**src/rtl/pid_pwm_pkg.sv**
```systemverilog
`default_nettype none
// +----------------------------------------------------------------------------+
// | Package : pid_pwm_pkg                                                      |
// | Shared types and the saturate-to-duty helpers for the PID PWM output stage |
// | Revision: 1.0                                                              |
// +----------------------------------------------------------------------------+
package pid_pwm_pkg;

  typedef enum logic [1:0] {
    DT_OFF  = 2'd0,
    DT_WAIT = 2'd1,
    DT_ON   = 2'd2
  } dt_state_t;

  // Negative words clamp to 0; words above the period clamp to the period.
  function automatic logic [31:0] sat_duty(input logic signed [63:0] u,
                                           input logic [31:0] period);
    logic [31:0] d;
    d = u[31:0];
    if (u < 64'sd0)
      d = '0;
    else if (u > $signed({32'd0, period}))
      d = period;
    return d;
  endfunction

  // {hi, lo}; landing exactly on the period is not a saturation.
  function automatic logic [1:0] sat_flags(input logic signed [63:0] u,
                                           input logic [31:0] period);
    logic [1:0] f;
    f = 2'b00;
    if (u < 64'sd0)
      f = 2'b01;
    else if (u > $signed({32'd0, period}))
      f = 2'b10;
    return f;
  endfunction

endpackage
`default_nettype wire

```
**src/rtl/pid_pwm_stage_if.sv**
```systemverilog
`default_nettype none
// +----------------------------------------------------------------------------+
// | Interface : pid_pwm_stage_if                                               |
// | Controller-side inputs and gate-drive/status outputs of the PWM stage      |
// | Revision  : 1.0                                                            |
// +----------------------------------------------------------------------------+
interface pid_pwm_stage_if #(
  parameter int W     = 15,
  parameter int CNT_W = 10
);
  logic                 en;
  logic signed [W:0]    u_in;
  logic                 u_valid;
  logic                 pwm_h;
  logic                 pwm_l;
  logic                 period_start;
  logic                 sat_hi;
  logic                 sat_lo;
  logic [CNT_W-1:0]     duty_q;

  modport master (
    output en, u_in, u_valid,
    input  pwm_h, pwm_l, period_start, sat_hi, sat_lo, duty_q
  );

  modport slave (
    input  en, u_in, u_valid,
    output pwm_h, pwm_l, period_start, sat_hi, sat_lo, duty_q
  );
endinterface
`default_nettype wire

```
**src/rtl/pwm_deadtime.sv**
```systemverilog
`default_nettype none
// +----------------------------------------------------------------------------+
// | Module  : pwm_deadtime                                                     |
// | One gate leg: asserts after DEAD cycles of steady request, drops at once   |
// | Revision: 1.0                                                              |
// +----------------------------------------------------------------------------+
module pwm_deadtime
  import pid_pwm_pkg::*;
#(
  parameter int DEAD = 8
) (
  input  logic clk,
  input  logic reset,
  input  logic req,
  output logic gate
);
  localparam logic [7:0] c_dead_m1 = 8'(DEAD - 1);

  dt_state_t  r_state, w_state_nxt;
  logic [7:0] r_dcnt, w_dcnt_nxt;

  always_ff @(posedge clk) begin
    if (reset) begin
      r_state <= DT_OFF;
      r_dcnt  <= '0;
    end else begin
      r_state <= w_state_nxt;
      r_dcnt  <= w_dcnt_nxt;
    end
  end

  always_comb begin
    w_state_nxt = r_state;
    w_dcnt_nxt  = r_dcnt;
    case (r_state)
      DT_OFF: begin
        if (req) begin
          w_state_nxt = DT_WAIT;
          w_dcnt_nxt  = c_dead_m1;
        end
      end
      DT_WAIT: begin
        if (!req)
          w_state_nxt = DT_OFF;
        else if (r_dcnt == '0)
          w_state_nxt = DT_ON;
        else
          w_dcnt_nxt = r_dcnt - 1'b1;
      end
      DT_ON: begin
        if (!req)
          w_state_nxt = DT_OFF;
      end
      default: w_state_nxt = DT_OFF;
    endcase
  end

  assign gate = (r_state == DT_ON);

endmodule
`default_nettype wire

```
**src/rtl/pid_pwm_stage.sv**
```systemverilog
`default_nettype none
// +----------------------------------------------------------------------------+
// | Module  : pid_pwm_stage                                                    |
// | Saturating, double-buffered complementary edge-aligned PWM output stage.   |
// | Optional dead-time insertion when PWM_DEADTIME_EN is defined.              |
// | Revision: 1.0                                                              |
// +----------------------------------------------------------------------------+
module pid_pwm_stage
  import pid_pwm_pkg::*;
#(
  parameter int W      = 15,
  parameter int PERIOD = 1000,
  parameter int CNT_W  = 10,
  parameter int DEAD   = 8
) (
  input logic              clk,
  input logic              reset,
  pid_pwm_stage_if.slave   bus
);
  localparam logic [CNT_W-1:0] c_last   = CNT_W'(PERIOD - 1);
  localparam logic [31:0]      c_period = 32'(PERIOD);

  if (PERIOD < 2 || (64'd1 << CNT_W) <= 64'(PERIOD) || DEAD < 1 || DEAD > 255) begin : g_bad_params
    $error("pid_pwm_stage: illegal PERIOD/CNT_W/DEAD combination");
  end

  logic [CNT_W-1:0]   r_cnt, r_shadow, r_active, w_sat_duty;
  logic               r_sat_hi, r_sat_lo;
  logic [1:0]         w_sat_flags;
  logic signed [63:0] w_u_ext;
  logic               w_period_end, w_period_start, w_load, w_raw;

  assign w_u_ext        = 64'(bus.u_in);
  assign w_sat_duty     = CNT_W'(sat_duty(w_u_ext, c_period));
  assign w_sat_flags    = sat_flags(w_u_ext, c_period);
  assign w_period_end   = bus.en && (r_cnt == c_last);
  assign w_period_start = bus.en && (r_cnt == '0);
  // Reloading at every period start is a no-op in steady state and covers re-enable.
  assign w_load         = w_period_end || w_period_start;
  assign w_raw          = bus.en && (r_cnt < r_active);

  always_ff @(posedge clk) begin
    if (reset) begin
      r_cnt    <= '0;
      r_shadow <= '0;
      r_active <= '0;
      r_sat_hi <= 1'b0;
      r_sat_lo <= 1'b0;
    end else begin
      r_cnt <= (!bus.en || w_period_end) ? '0 : r_cnt + 1'b1;
      if (bus.u_valid) begin
        r_shadow <= w_sat_duty;
        r_sat_hi <= w_sat_flags[1];
        r_sat_lo <= w_sat_flags[0];
      end
      if (w_period_end && bus.u_valid)
        r_active <= w_sat_duty;
      else if (w_load)
        r_active <= r_shadow;
    end
  end

`ifdef PWM_DEADTIME_EN
  logic w_gate_h, w_gate_l;

  pwm_deadtime #(.DEAD(DEAD)) u_dt_h (
    .clk   (clk),
    .reset (reset),
    .req   (w_raw),
    .gate  (w_gate_h)
  );

  pwm_deadtime #(.DEAD(DEAD)) u_dt_l (
    .clk   (clk),
    .reset (reset),
    .req   (bus.en && !w_raw),
    .gate  (w_gate_l)
  );

  assign bus.pwm_h = w_gate_h;
  assign bus.pwm_l = w_gate_l;
`else
  logic r_pwm_h, r_pwm_l;

  always_ff @(posedge clk) begin
    if (reset) begin
      r_pwm_h <= 1'b0;
      r_pwm_l <= 1'b0;
    end else begin
      r_pwm_h <= w_raw;
      r_pwm_l <= bus.en && !w_raw;
    end
  end

  assign bus.pwm_h = r_pwm_h;
  assign bus.pwm_l = r_pwm_l;
`endif

  // Gated by reset so the strobe stays quiet while the stage is held in reset.
  assign bus.period_start = w_period_start && !reset;
  assign bus.sat_hi       = r_sat_hi;
  assign bus.sat_lo       = r_sat_lo;
  assign bus.duty_q       = r_active;

endmodule
`default_nettype wire

```
**src/flat_wrapper.sv**
```systemverilog
// flat-port wrapper written by rule: the top's interface ports become plain ports
module pid_pwm_stage_flat import pid_pwm_pkg::*;
#(
  parameter int W      = 15,
  parameter int PERIOD = 1000,
  parameter int CNT_W  = 10,
  parameter int DEAD   = 8
)
  (clk, reset, bus_en, bus_u_in, bus_u_valid, bus_pwm_h, bus_pwm_l, bus_period_start, bus_sat_hi, bus_sat_lo, bus_duty_q);
  pid_pwm_stage_if #(.W(W), .CNT_W(CNT_W)) bus_i ();
  input logic clk;
  input logic reset;
  input wire logic [$bits(bus_i.en)-1:0] bus_en;
  input wire logic [$bits(bus_i.u_in)-1:0] bus_u_in;
  input wire logic [$bits(bus_i.u_valid)-1:0] bus_u_valid;
  output wire logic [$bits(bus_i.pwm_h)-1:0] bus_pwm_h;
  output wire logic [$bits(bus_i.pwm_l)-1:0] bus_pwm_l;
  output wire logic [$bits(bus_i.period_start)-1:0] bus_period_start;
  output wire logic [$bits(bus_i.sat_hi)-1:0] bus_sat_hi;
  output wire logic [$bits(bus_i.sat_lo)-1:0] bus_sat_lo;
  output wire logic [$bits(bus_i.duty_q)-1:0] bus_duty_q;
  assign bus_i.en = bus_en;
  assign bus_i.u_in = bus_u_in;
  assign bus_i.u_valid = bus_u_valid;
  assign bus_pwm_h = bus_i.pwm_h;
  assign bus_pwm_l = bus_i.pwm_l;
  assign bus_period_start = bus_i.period_start;
  assign bus_sat_hi = bus_i.sat_hi;
  assign bus_sat_lo = bus_i.sat_lo;
  assign bus_duty_q = bus_i.duty_q;
  pid_pwm_stage #(.W(W), .PERIOD(PERIOD), .CNT_W(CNT_W), .DEAD(DEAD)) u_core (.clk(clk), .reset(reset), .bus(bus_i));
endmodule
```
**config.mk**
```make
export PLATFORM = sky130hd
export DESIGN_NAME = pid_pwm_stage_flat
export DESIGN_NICKNAME = d
export VERILOG_FILES = /design/src/rtl/pid_pwm_pkg.sv /design/src/rtl/pid_pwm_stage_if.sv /design/src/rtl/pwm_deadtime.sv /design/src/rtl/pid_pwm_stage.sv /design/src/flat_wrapper.sv
export SDC_FILE = /design/constraint.sdc
export NUM_CORES = 1
export LEC_CHECK = 0
export CAP_MARGIN = 20
export CELL_PAD_IN_SITES_DETAIL_PLACEMENT = 1
export CELL_PAD_IN_SITES_GLOBAL_PLACEMENT = 2
export CORE_UTILIZATION = 24
export CTS_CLUSTER_DIAMETER = 60
export DETAILED_ROUTE_END_ITERATION = 12
export PLACE_DENSITY = 0.75
export SETUP_SLACK_MARGIN = 0.02
export SLEW_MARGIN = 20
export SYNTH_ARGS = -nofsm -noshare
export SYNTH_HDL_FRONTEND = slang
export SYNTH_SLANG_ARGS = --single-unit
```
**constraint.sdc**
```tcl
create_clock -name clk -period 4.6 [get_ports clk]
set_input_delay 0.92 -clock clk [delete_from_list [all_inputs] [get_ports clk]]
set_output_delay 0.92 -clock clk [all_outputs]
set_load 0.1 [all_outputs]
```
=== After elaboration in Yosys (flattened, before gate mapping) ===
Index checks and enable logic that the tools add are counted.

* Logic and storage cells: 32
* Register bits after elaboration: 34
* Output and inout port bits: 15

* Magnitude comparators: 3
* Mux-type cells: 6
* Add/subtract/negate cells: 1
* Eq/ne operators: 1
* Reductions and logical operators: 14

{| class="wikitable"
|+ Operators by type and width
! cell !! number
|-
| 10-bit two-way mux || 4
|-
| 16-bit by 11-bit greater-than comparator with 1-bit output (second input constant) || 1
|-
| 16-bit by 1-bit < comparator with 1-bit output (second input constant) || 1
|-
| 10-bit by 1-bit adder with 10-bit output (second input constant) || 1
|-
| 10-bit == test (second input constant) || 1
|-
| 10-bit zero test || 1
|-
| 10-bit < comparator || 1
|-
| 1-bit logical AND || 6
|-
| 2-bit two-way mux || 2
|-
| 1-bit zero test || 3
|-
| 1-bit logical OR || 2
|-
| 2-bit nonzero test || 1
|-
| 2-bit OR reduction || 1
|}

=== Logic depth before layout (Yosys ltp) ===
* Depth after elaboration: 5
* Depth in mapped cells: 7
* Depth with buffers taken out: 7

=== Least setup slack after synthesis ===
No wires, ideal clock.

* Kind: input to output
* Start point: in bus_en
* End point: out bus_period_start
* Stages on the path: 3
* Required time: 3,680 ps
* Arrival: 2,092 ps
* Buffers on the path: 0
* Path slack: 1,588 ps
* Cells stage by stage: nor4b_1 -> and4_1 -> and2_1

* Cells in the longest elaborated chain, start to end: 2

{| class="wikitable"
|+ Ends and longest elaborated chain
! what !! RTL line !! source
|-
| start: declaration || flat_wrapper.sv:13 || <nowiki>input wire logic [$bits(bus_i.en)-1:0] bus_en;</nowiki>
|-
| 1-bit logical AND || pid_pwm_stage.sv:37 || <nowiki>assign w_period_start = bus.en && (r_cnt == '0);</nowiki>
|-
| 1-bit logical AND || pid_pwm_stage.sv:100 || <nowiki>assign bus.period_start = w_period_start && !reset;</nowiki>
|-
| end: declaration || flat_wrapper.sv:18 || <nowiki>output wire logic [$bits(bus_i.period_start)-1:0] bus_period_start;</nowiki>
|}

Every way passes these cells.

=== Worst setup path in the final report ===
Same ends and word-level chain as after synthesis.

==> results.cfg <==
[placement]
place.gp.congestion = 0.703
dp_hpwl_um = 3450
pre_cts_ws_ns = 1.28
port_buffers = 34

[floorplanning]
die_h_um = 88.3
core_region_area_um2 = 7210
rows = 31
initial_core_util_pct = 24.7
die_area_um2 = 7790
die_w_um = 88.3
io_pins = 35

[route]
first_pass_iters = 4
ant_nets = 0
wl_per_cell_um = 13.2
routed_wl_um = 4400
vias_per_cell = 4.46
drt-initial-drc-count = 54
vias = 1486
drcViolationCount = 0

[synth]
synthesis.nets = 230
synth-edff-count = 0
synth_seq_area_share_pct = 38.1
synth.mux.area_fraction_pct = 4.48
ys_seq_elements = 34
synth_compound_area_share_pct = 17.7
synth_ff_type = dfxtp_1
synthArstFlopShare_pct = 0
synth_most_common_cell = dfxtp_1
ys_warn_count = 0
post_synth.cell_area_avg_um2 = 8.97
synth_area_um2 = 1790
synthTopCellsByArea = dfxtp_1 (38%), ha_1 (7.7%), a21oi_1 (6.2%)
synth_top_family_by_area = simple AND/OR/NAND/NOR gates
synthSimpleGateAreaFrac_pct = 22.0
yosys.area.top_type = dfxtp_1
synth_common_cells = dfxtp_1 (34), nor2_1 (24), a21oi_1 (22)
synth_adder_area_share_pct = 7.71
synth_top_area_share_pct = 38.1
synthXorXnorAreaFrac_pct = 3.92
syn-instance-count = 199
netlist-cell-type-count = 42

[global_routing]
grt_max_degree = 18
grt_pass1_wl_um = 7540
grt.total_usage_pct = 12.7
grt.overflow.total = 0
grt_pass1_vias = 1547
antenna_found_initial = 0

[layout]
fin_nets = 264
antennaDiodeCount = 0
drive_gt1_share_pct = 9.83
area_delta_synth_final_pct = 32.4

[job]
max_cap_viol_count = 0

[critical_path]
critPathKind = in2out
start_kind = primary input
worst_ep_required_time_ns = 3.68
arrival_ns = 2.40
crit_path_end_kind = output pin
path_max_fanout = 5

[clocking]
ctsHoldBuffers = 0
tritoncts = yes
clk_transition_reported_paths_ns = 0.07
postCtsResizedCells = 0
cts_buffer_depth = 2
worstSkewPairLatency_ns = 0.28
htree_levels = 2
cts-root-buf = clkbuf_8
cts_made_buffers = 5
cts_setup_buffers = 0
clock-sinks = 34

[sta]
drv_slew = 0
fmax_mhz = 301
tns_ns = 0
period_needed_ns = 3.32
final_hold_viol_count = 0
worstMarginPinSlew_ns = 0.978
fin_crit_sh_pct = 72.1
maxSlewHeadroom_pct = 34.6
skew_ns = 0.00601
setup_ws_ns = 1.28
grt_setup_unrepaired = no
setup_viol = 0

[power]
leakagePower_nw = 0.903
power_mw = 0.811
ir_drop_uv = 94.7
power_density_nw_per_um2 = 343

[hold_path]
hold_class = reg2reg

[run_status]
status = finished clean
==> path summary, 6_finish.rpt <==
path / start / endpoint / slack [ns] / depth (start not counted)
setup / recovery: bus_en / bus_period_start / 1.28 / 5
setup reg to reg: u_core.r_cnt[0]$_SDFF_PP0_ / u_core.bus.duty_q[6]$_SDFFE_PP0P_ / 2.47 / 6
hold / removal: u_core.r_shadow[9]$_SDFFE_PP0P_ / u_core.bus.duty_q[9]$_SDFFE_PP0P_ / 0.49 / 1
hold reg to reg: u_core.r_shadow[9]$_SDFFE_PP0P_ / u_core.bus.duty_q[9]$_SDFFE_PP0P_ / 0.49 / 1
==> sequential cells by signal (all words and copies together) (netlist names) <==
| name | count |
|---|---|
| u_core.bus.duty_q | 10 |
| u_core.bus.pwm_h | 1 |
| u_core.bus.pwm_l | 1 |
| u_core.bus.sat_hi | 1 |
| u_core.bus.sat_lo | 1 |
| u_core.r_cnt | 10 |
| u_core.r_shadow | 10 |
==> report_power, final <==
group	total, mW	internal (mW)	switching [mW]
combinational	0.154	0.0508	0.103
clock	0.342	0.231	0.110
sequential	0.315	0.307	0.00849
total	0.811	0.589	0.222
==> critical path, stage by stage <==
cell	delay (ns)
clkdlybuf4s50_1	0.56
nor4b_1	0.23
and4_1	0.27
and2_1	0.14
buf_4	0.28
==> layout make-up <==
class / instances / area, um2
multi-input cells: 137 / 996
inverters: 20 / 75.1
flip-flops and latches: 34 / 681
fillers: 870 / 4850
repair buffers: 35 / 345
well taps: 99 / 124
clock buffers: 6 / 82.6
clock inverters: 2 / 60.1
==> cells in the final DEF (no fill, tap or decap), types with 3 or more instances in the layout <==
cell             synthesis  routed
clkbuf_8                 0       6
clkdlybuf4s50_1          0      33
nor2_1                  24      24
nand3_1                  7       7
nor2b_1                  6       6
inv_1                   20      20
ha_1                    11      11
o2bb2ai_1                4       4
mux2i_1                  8       8
xor2_1                   4       4
dfxtp_1                 34      34
xnor2_1                  4       4
nand2b_1                 3       3
a221o_1                  5       5
and4_1                   3       3
a211oi_1                 6       6
a21oi_1                 22      22
==> cells by family after synthesis <==
logic type | Yosys count
muxes | 8
buffers and inverters | 28
xor gates and xnor gates | 8
AOI/OAI and AO/OA | 46
adders and majority gates | 11
and+or+nand+nor | 64
DFF | 34
==> per-stage QoR <==
stage               instances  area (um2)  utilization (%)  hold WS, ns
floorplan                 199        1790                -        0.437
global placement          325        2220             30.8        0.469
finish                    333        2360             32.8        0.490
CTS                       333        2360             32.8        0.491
detailed placement        325        2220             30.8        0.472
global route              333        2360             32.8        0.514
==> metal layers <==
metal  vias up  global-route usage (%)  wire [um]
li1        770                       -          -
met1       689                    16.1       2100
met2        23                    21.9       2140
met3         4                    2.80        117
met4         0                    3.08         36
met5         -                       0          0
Note: power is estimated with default switching activity, not from simulation.
